File: config.mk
export PLATFORM = sky130hd
export DESIGN_NAME = cp0_exc_unit
export DESIGN_NICKNAME = d
export VERILOG_FILES = /design/src/rtl/cp0_exc_unit.sv
export SDC_FILE = /design/constraint.sdc
export NUM_CORES = 1
export LEC_CHECK = 0
export CORE_MARGIN = 4
export CORE_UTILIZATION = 48
export DETAILED_ROUTE_END_ITERATION = 8
export GPL_TIMING_DRIVEN = 0
export HOLD_SLACK_MARGIN = 0.05
export PLACE_DENSITY = 0.82
export SLEW_MARGIN = 20
export SYNTH_ARGS = -nofsm -noshare
export SYNTH_HDL_FRONTEND = slang
export SYNTH_SLANG_ARGS = --single-unit
File: constraint.sdc
create_clock -name clk -period 6.8 [get_ports clk]
set_input_delay 1.36 -clock clk [delete_from_list [all_inputs] [get_ports clk]]
set_output_delay 1.36 -clock clk [all_outputs]
set_load 0.05 [all_outputs]
File: src/rtl/cp0_exc_unit.sv
// Coprocessor-0 register file and exception/interrupt arbiter at the memory stage.
// Commits precise exception state, runs the Count/Compare timer, and drives flush/redirect.
module cp0_exc_unit #(
    parameter logic [31:0] EXC_VECTOR = 32'hBFC0_0380,
    parameter logic [31:0] STATUS_RST = 32'h0040_0000
) (
    input  logic        clk,
    input  logic        rst,
    input  logic        we_i,
    input  logic [4:0]  waddr_i,
    input  logic [31:0] wdata_i,
    input  logic [4:0]  raddr_i,
    output logic [31:0] rdata_o,
    input  logic [5:0]  int_i,
    input  logic [31:0] pc_i,
    input  logic        in_delayslot_i,
    input  logic        adel_i,
    input  logic        ades_i,
    input  logic        ri_i,
    input  logic        syscall_i,
    input  logic        break_i,
    input  logic        ov_i,
    input  logic        eret_i,
    input  logic [31:0] badvaddr_i,
    output logic        flush_o,
    output logic [31:0] newpc_o,
    output logic [31:0] status_o,
    output logic [31:0] cause_o,
    output logic [31:0] epc_o,
    output logic        timer_int_o
);

    localparam logic [4:0] A_BADVADDR = 5'd8;
    localparam logic [4:0] A_COUNT    = 5'd9;
    localparam logic [4:0] A_COMPARE  = 5'd11;
    localparam logic [4:0] A_STATUS   = 5'd12;
    localparam logic [4:0] A_CAUSE    = 5'd13;
    localparam logic [4:0] A_EPC      = 5'd14;

    localparam logic [4:0] EC_INT  = 5'h00;
    localparam logic [4:0] EC_ADEL = 5'h04;
    localparam logic [4:0] EC_ADES = 5'h05;
    localparam logic [4:0] EC_SYS  = 5'h08;
    localparam logic [4:0] EC_BP   = 5'h09;
    localparam logic [4:0] EC_RI   = 5'h0A;
    localparam logic [4:0] EC_OV   = 5'h0C;

    logic [31:0] r_badvaddr;
    logic [31:0] r_count;
    logic [31:0] r_compare;
    logic [31:0] r_status;
    logic [31:0] r_cause;
    logic [31:0] r_epc;
    logic        r_timer_int;
    logic        r_phase;

    logic        w_int_pending;
    logic        w_exc;
    logic [4:0]  w_exccode;
    logic        w_wr;
    logic        w_load_bad;
    logic [31:0] w_epc_next;

    assign w_int_pending = r_status[0] & ~r_status[1]
                         & (|(r_cause[15:8] & r_status[15:8]));

    always_comb begin
        w_exc     = 1'b1;
        w_exccode = EC_INT;
        if (w_int_pending)  w_exccode = EC_INT;
        else if (adel_i)    w_exccode = EC_ADEL;
        else if (ri_i)      w_exccode = EC_RI;
        else if (syscall_i) w_exccode = EC_SYS;
        else if (break_i)   w_exccode = EC_BP;
        else if (ov_i)      w_exccode = EC_OV;
        else if (ades_i)    w_exccode = EC_ADES;
        else                w_exc     = 1'b0;
    end

    assign flush_o    = w_exc | eret_i;
    assign newpc_o    = (!w_exc && eret_i) ? r_epc : EXC_VECTOR;
    // An instruction that traps or returns must not also commit its mtc0.
    assign w_wr       = we_i & ~flush_o;
    assign w_load_bad = w_exc & ((w_exccode == EC_ADEL) | (w_exccode == EC_ADES));
    assign w_epc_next = in_delayslot_i ? (pc_i - 32'd4) : pc_i;

    always_comb begin
        rdata_o = 32'h0;
        case (raddr_i)
            A_BADVADDR: rdata_o = r_badvaddr;
            A_COUNT:    rdata_o = r_count;
            A_COMPARE:  rdata_o = r_compare;
            A_STATUS:   rdata_o = r_status;
            A_CAUSE:    rdata_o = r_cause;
            A_EPC:      rdata_o = r_epc;
            default:    rdata_o = 32'h0;
        endcase
    end

    always_ff @(posedge clk or posedge rst) begin
        if (rst) begin
            r_badvaddr  <= 32'h0;
            r_count     <= 32'h0;
            r_compare   <= 32'h0;
            r_status    <= STATUS_RST;
            r_cause     <= 32'h0;
            r_epc       <= 32'h0;
            r_timer_int <= 1'b0;
            r_phase     <= 1'b0;
        end else begin
            r_phase <= ~r_phase;
            if (r_phase) r_count <= r_count + 32'd1;
            if ((r_count == r_compare) && (r_compare != 32'h0)) r_timer_int <= 1'b1;
            r_cause[15:10] <= {int_i[5] | r_timer_int, int_i[4:0]};

            if (w_exc) begin
                r_cause[6:2] <= w_exccode;
                r_status[1]  <= 1'b1;
                // Nested exceptions keep the original return point.
                if (!r_status[1]) begin
                    r_epc       <= w_epc_next;
                    r_cause[31] <= in_delayslot_i;
                end
                if (w_load_bad) r_badvaddr <= badvaddr_i;
            end else if (eret_i) begin
                r_status[1] <= 1'b0;
            end

            // Later assignments override the free-running count and timer updates above.
            if (w_wr) begin
                case (waddr_i)
                    A_COUNT: begin
                        r_count <= wdata_i;
                        r_phase <= 1'b0;
                    end
                    A_COMPARE: begin
                        r_compare   <= wdata_i;
                        r_timer_int <= 1'b0;
                    end
                    A_STATUS: begin
                        r_status[15:8] <= wdata_i[15:8];
                        r_status[1:0]  <= wdata_i[1:0];
                    end
                    A_CAUSE: r_cause[9:8] <= wdata_i[9:8];
                    A_EPC:   r_epc        <= wdata_i;
                    default: ;
                endcase
            end
        end
    end

    assign status_o    = r_status;
    assign cause_o     = r_cause;
    assign epc_o       = r_epc;
    assign timer_int_o = r_timer_int;

endmodule

==> results of run 1 <==
==> routing by layer <==
layer | part of all wire | global-route usage | wire (microns) | vias up
met2 | 0.49 | 0.516 | 16600 | 563
met1 | 0.37 | 0.398 | 12700 | 4330
met5 | 0 | 0 | 0 | -
met3 | 0.10 | 0.0667 | 3510 | 83
li1 | - | - | - | 3953
met4 | 0.035 | 0.125 | 1180 | 0
==> cell type report <==
class,count,share of cell area
plain buffers,101,0.0433
clock buffers,18,0.0344
clock inverters,14,0.00812
inverters,11,0.00391
multi-input cells,723,0.384
flip-flops and latches,153,0.307
well taps,229,0.0230
repair buffers,244,0.197
==> power by group <==
group	internal (mW)	leakage, nW	switching [mW]
Sequential	0.990	1.88	0.112
Combinational	0.254	2.88	0.418
Clock	0.466	0.248	0.397
Total	1.71	5.00	0.927
==> state kept, by name, summed over array words and instances (netlist names) <==
signal	flops
r_count	32
cause_o	13
r_compare	32
timer_int_o	1
status_o	10
r_phase	1
r_badvaddr	32
epc_o	32
==> kinds of logic after synthesis <==
logic type / synth area share
XOR/XNOR: 0.0881
flip-flops: 0.423
multiplexers: 0.0990
buffers and inverters: 0.0643
adder cells (fa/ha/maj): 0.00277
other: 0.000414
AO/OA/AOI/OAI: 0.134
AND/OR/NAND/NOR: 0.189
==> placed cells by master, fill, tap and decap left out, types with 25 or more instances in the layout <==
cell,instances
a22oi_1,65
o21ai_0,59
nor2_1,50
mux2_2,75
nor4_1,30
dfrtp_1,153
nor3_1,37
conb_1,41
clkdlybuf4s50_1,243
nand4_1,25
xnor2_1,77
buf_4,41
nand2_1,100
clkbuf_1,54
==> per-stage QoR <==
step / instance area, sq um / setup slack, ps
after floorplan: 9200 / 1320
after global placement: 11900 / -758
after detailed placement: 12000 / 1080
after CTS: 12500 / 1070
after global routing: 12500 / 875
final: 12500 / 1050
==> how the worst max path moves through the flow <==
| stage | to | slack, ps | cells after the start |
|---|---|---|---|
| 3_5_place_dp | newpc_o[13] | 1080 | 8 |
| 6_report | newpc_o[13] | 1050 | 8 |
| 2_1_floorplan | cause_o[10] | 1320 | 1 |
| 4_1_cts | newpc_o[13] | 1070 | 8 |
| 3_3_place_gp | r_compare[27] | -760 | 2 |
| 5_1_grt | newpc_o[19] | 870 | 8 |
==> flow_metrics.tcl, run 1 <==
set metrics [dict create \
    outcome "finished, final reports clean" \
    final_cells 1493 \
    grt_max_degree 93 \
    period_share 0.846 \
    async_flop_share 1.00 \
    synth.most_common_cell "dfrtp_1" \
    vias 8929 \
    yosys.area.top_type_share 0.423 \
    cp_top_family "buffers and inverters" \
    critPathLaunchType "input pin" \
    fp-row-count 49 \
    yosys_warnings 40 \
    drv_cap 0 \
    overflow 0 \
    diodes 0 \
    root_buffer "clkbuf_16" \
    hp-class "flip-flop to flip-flop" \
    reg2reg_to "r_badvaddr[2]" \
    ant_nets 0 \
    synth_edf_count 0 \
    viasPerCell 5.98 \
    place_congestion 0.993 \
    peakVddDrop_uv 127 \
    syn_to_final_growth_pct 38.0 \
    drt_pass1_iterations 8 \
    postCtsHoldBufs 0 \
    initial_core_util 0.495 \
    grt_pass1_vias 8951 \
    p_leak_nw 5.00 \
    clock_path_buffers 2 \
    cp-end-kind "output port" \
    cpMaxStageDelayCell "clkdlybuf4s50_1" \
    antenna_found_initial 0 \
    dp_hpwl_microns 26600 \
    synth_seq_area_share 0.423 \
    io_buffers 243 \
    htree_levels 4 \
    holdPathStages 1 \
    syn_inst 948 \
    fin_util 0.683 \
    slew_viol_final 0 \
    slew_headroom 0.259 \
    first_iter_violations 1123 \
    rsz0062_at_grt "false" \
    fillers 1439 \
    synth_common_cells "dfrtp_1, nand2_1, xnor2_1" \
    path_clk_slew_ps 60 \
    worst-path-buf-inv 4 \
    slowest_delay_ps 820 \
    synth_top_cells_by_area "dfrtp_1, mux2_2, xnor2_1, a22oi_1, nand2_1" \
    worst_pin_slew_ps 1110 \
    netlist_area_sq_um 9050 \
    postCtsSetupRepairBufs 0 \
    powerDensity_nw_per_um2 211 \
    wl_microns 34000 \
    hold_viol 0 \
    clkLatencyLatePin_ps 430 \
    fin_nets 1376 \
    hold_slack_ps 509 \
    whs_endpoint "r_badvaddr[20]" \
    drive_above_1_share 0.127 \
    synth_flop_cell "dfrtp_1" \
    coreArea_sq_um 18300 \
    place_inst 1461 \
    tns_ps 0 \
    avgRoutedWirePerCell_microns 22.8 \
    cts.sinks 153 \
    cts_buffers 17 \
    hold_path_startpoint "r_badvaddr[20]" \
    total_power_mw 2.64 \
    clock_skew_ps 12.0 \
    grt_usage 0.311 \
    die_w_microns 145 \
    synth_cell_types 51 \
    grt_pass1_wl_microns 51500 \
    timing.fmax_ghz 0.174 \
    ios 285 \
    reg2reg_from "status_o[9]" \
    die_area_sq_um 21100 \
    cts_tree "built" \
    path_class "input pin to output port" \
    cts_resized 0 \
    synth.avg_cell_area_sq_um 9.55 \
    crit_chain "clkdlybuf4s50_1, nor3_1, and2_1, clkbuf_1, and3_1, clkbuf_1, and2_1, clkdlybuf4s50_1" \
    ff2ff_path_depth 6 \
    cp_max_fo 10 \
    regArea_sq_um 3830 \
    yosys_register_bits 153 \
    die_h_microns 145 \
    critical_path.startpoint "break_i" \
    synth_top_cell_by_area "dfrtp_1" \
    setup_viol 0 \
    fin_crit_ps 5750 \
    multi_input_area_sq_um 4790 \
    cp.required_ps 5440 \
    drc 0 \
    r2r_slack_ps 3370 \
    cp_data_arrival_time_ps 4390 \
]
Note: power is estimated with default switching activity, not from simulation.
==> run 2, diff against run 1 <==
- clock period: 6.8 -> 5.4 ns (I/O delays scaled with it)
==> results of run 2 <==
Same layout as run 1 (identical final DEF). Status: finished, final reports clean.
Among the figures that moved: setup slack after placement 1080 ps -> 237 ps; setup slack after layout 1050 ps -> 206 ps; register-to-register setup slack 3370 ps -> 1970 ps; total power 2.64 mW -> 3.32 mW; worst IR drop on VDD 127 uV -> 160 uV
==> run 3, diff against run 2 <==
- PLACE_DENSITY: 0.82 -> default
- PLACE_DENSITY_LB_ADDON: default -> 0.1
==> run 3 against run 2 <==
Core utilization grew 0.25 points. Final area increased by 0.37%. Final cell count stayed put. Sequential power about the same. Critical path type unchanged. Largest power group unchanged.
==> flow_metrics.tcl, run 3 (same netlist as run 1, synthesis figures left out) <==
set metrics [dict create \
    outcome "finished, final reports clean" \
    coreArea_sq_um 18300 \
    ff2ff_path_depth 6 \
    slowest_delay_ps 820 \
    timing.fmax_ghz 0.188 \
    avgRoutedWirePerCell_microns 22.5 \
    p_leak_nw 5.03 \
    die_area_sq_um 21100 \
    grt_max_degree 105 \
    holdPathStages 1 \
    cts_buffers 17 \
    path_class "input pin to output port" \
    peakVddDrop_uv 233 \
    clock_skew_ps 8.26 \
    setup_viol 0 \
    worst_pin_slew_ps 1100 \
    r2r_slack_ps 1850 \
    cpMaxStageDelayCell "nor4_1" \
    cts_resized 0 \
    cp_max_fo 10 \
    ant_nets 0 \
    postCtsHoldBufs 0 \
    place_area_sq_um 12000 \
    fin_crit_ps 5330 \
    overflow 0 \
    fin_nets 1376 \
    clock_path_buffers 2 \
    grt_usage 0.311 \
    ios 285 \
    viasPerCell 5.86 \
    total_power_mw 3.41 \
    drv_cap 0 \
    syn_to_final_growth_pct 38.5 \
    final_common_cell "clkdlybuf4s50_1" \
    slew_viol_final 0 \
    final_cell_mix "clkdlybuf4s50_1, dfrtp_1, nand2_1" \
    place_congestion 0.977 \
    path_clk_slew_ps 60 \
    cp_data_arrival_time_ps 4250 \
    hold_viol 0 \
    io_buffers 243 \
    drt_pass1_iterations 6 \
    clkLatencyLatePin_ps 430 \
    htree_levels 4 \
    first_iter_violations 939 \
    slew_headroom 0.265 \
    vias 8743 \
    initial_core_util 0.495 \
    die_h_microns 145 \
    hp-class "flip-flop to flip-flop" \
    dp_hpwl_microns 26000 \
    whs_endpoint "r_badvaddr[3]" \
    reg2reg_from "status_o[9]" \
    root_buffer "clkbuf_16" \
    wl_microns 33600 \
    rsz0062_at_grt "false" \
    grt_pass1_vias 8848 \
    powerDensity_nw_per_um2 272 \
    antenna_found_initial 0 \
    critPathLaunchType "input pin" \
    crit_chain "clkdlybuf4s50_1, inv_1, nor4_1, clkbuf_1, a22oi_1, nand2_1, clkdlybuf4s50_1" \
    grt_pass1_wl_microns 51400 \
    cp-end-kind "output port" \
    die_w_microns 145 \
    cts_tree "built" \
    postLayoutCellArea_sq_um 12500 \
    fp-row-count 49 \
    postCtsSetupRepairBufs 0 \
    diodes 0 \
    hold_path_startpoint "r_badvaddr[3]" \
    cp.required_ps 4320 \
    period_share 0.987 \
    cts.sinks 153 \
    drc 0 \
    path_common_cell "clkdlybuf4s50_1" \
    drive_above_1_share 0.127 \
    reg2reg_to "r_badvaddr[0]" \
]
run 3: changes by cell type in the layout (fill, tap and decap cells not counted):
cell        change
bufinv_16       +2
clkbuf_2        +3
clkbuf_8        +1
clkinv_2        -2
clkinv_4        -2
clkinvlp_4      -2
run 3: per-stage QoR:
step / hold slack (ps) / std cells / util / setup TNS, ps / worst slack, ps
2_1_floorplan: 459 / 988 / - / 0 / 199
3_3_place_gp: 492 / 1460 / 0.652 / -308140 / -2030
3_5_place_dp: 498 / 1461 / 0.654 / 0 / 119
4_1_cts: 513 / 1493 / 0.686 / 0 / 106
5_1_grt: 529 / 1493 / 0.686 / 0 / 0.497
6_report: 516 / 1493 / 0.686 / 0 / 69.1
run 3: layer usage:
metal | vias up | routed length [microns] | GRT usage
met5 | - | 0 | 0
met4 | 0 | 785 | 0.0912
met3 | 57 | 2870 | 0.0730
met2 | 485 | 15800 | 0.502
met1 | 4259 | 14200 | 0.422
li1 | 3942 | - | -
run 3: worst max path at each step:
stage | from | to | slack (ps) | cells past startpoint
2_1_floorplan | rst | cause_o[10] | 200 | 1
3_3_place_gp | rst | epc_o[25] | -2030 | 2
3_5_place_dp | adel_i | newpc_o[14] | 120 | 8
4_1_cts | adel_i | newpc_o[14] | 110 | 8
5_1_grt | raddr_i[2] | rdata_o[7] | 0.5 | 7
6_report | raddr_i[2] | rdata_o[22] | 70 | 7
run 3: critical path, delay by kind of cell:
| family | cells | cell delay [ps] |
|---|---|---|
| buffers and inverters | 4 | 2040 |
| AND/OR/NAND/NOR | 2 | 960 |
| AO/OA/AOI/OAI | 1 | 180 |
run 3: final cells by class:
cell class | instances | area [sq um]
Inverter | 11 | 48.8
Buffer | 101 | 544
Multi-Input combinational cell | 723 | 4790
Clock inverter | 10 | 119
Timing Repair Buffer | 244 | 2460
Clock buffer | 22 | 454
Sequential cell | 153 | 3830
Tap cell | 229 | 287
Fill cell | 1480 | 5740
run 3: power by group:
part / total [mW] / switching [mW] / internal (mW)
combinational: 0.840 / 0.520 / 0.320
sequential: 1.39 / 0.140 / 1.25
clock: 1.18 / 0.489 / 0.695
total: 3.41 / 1.15 / 2.26
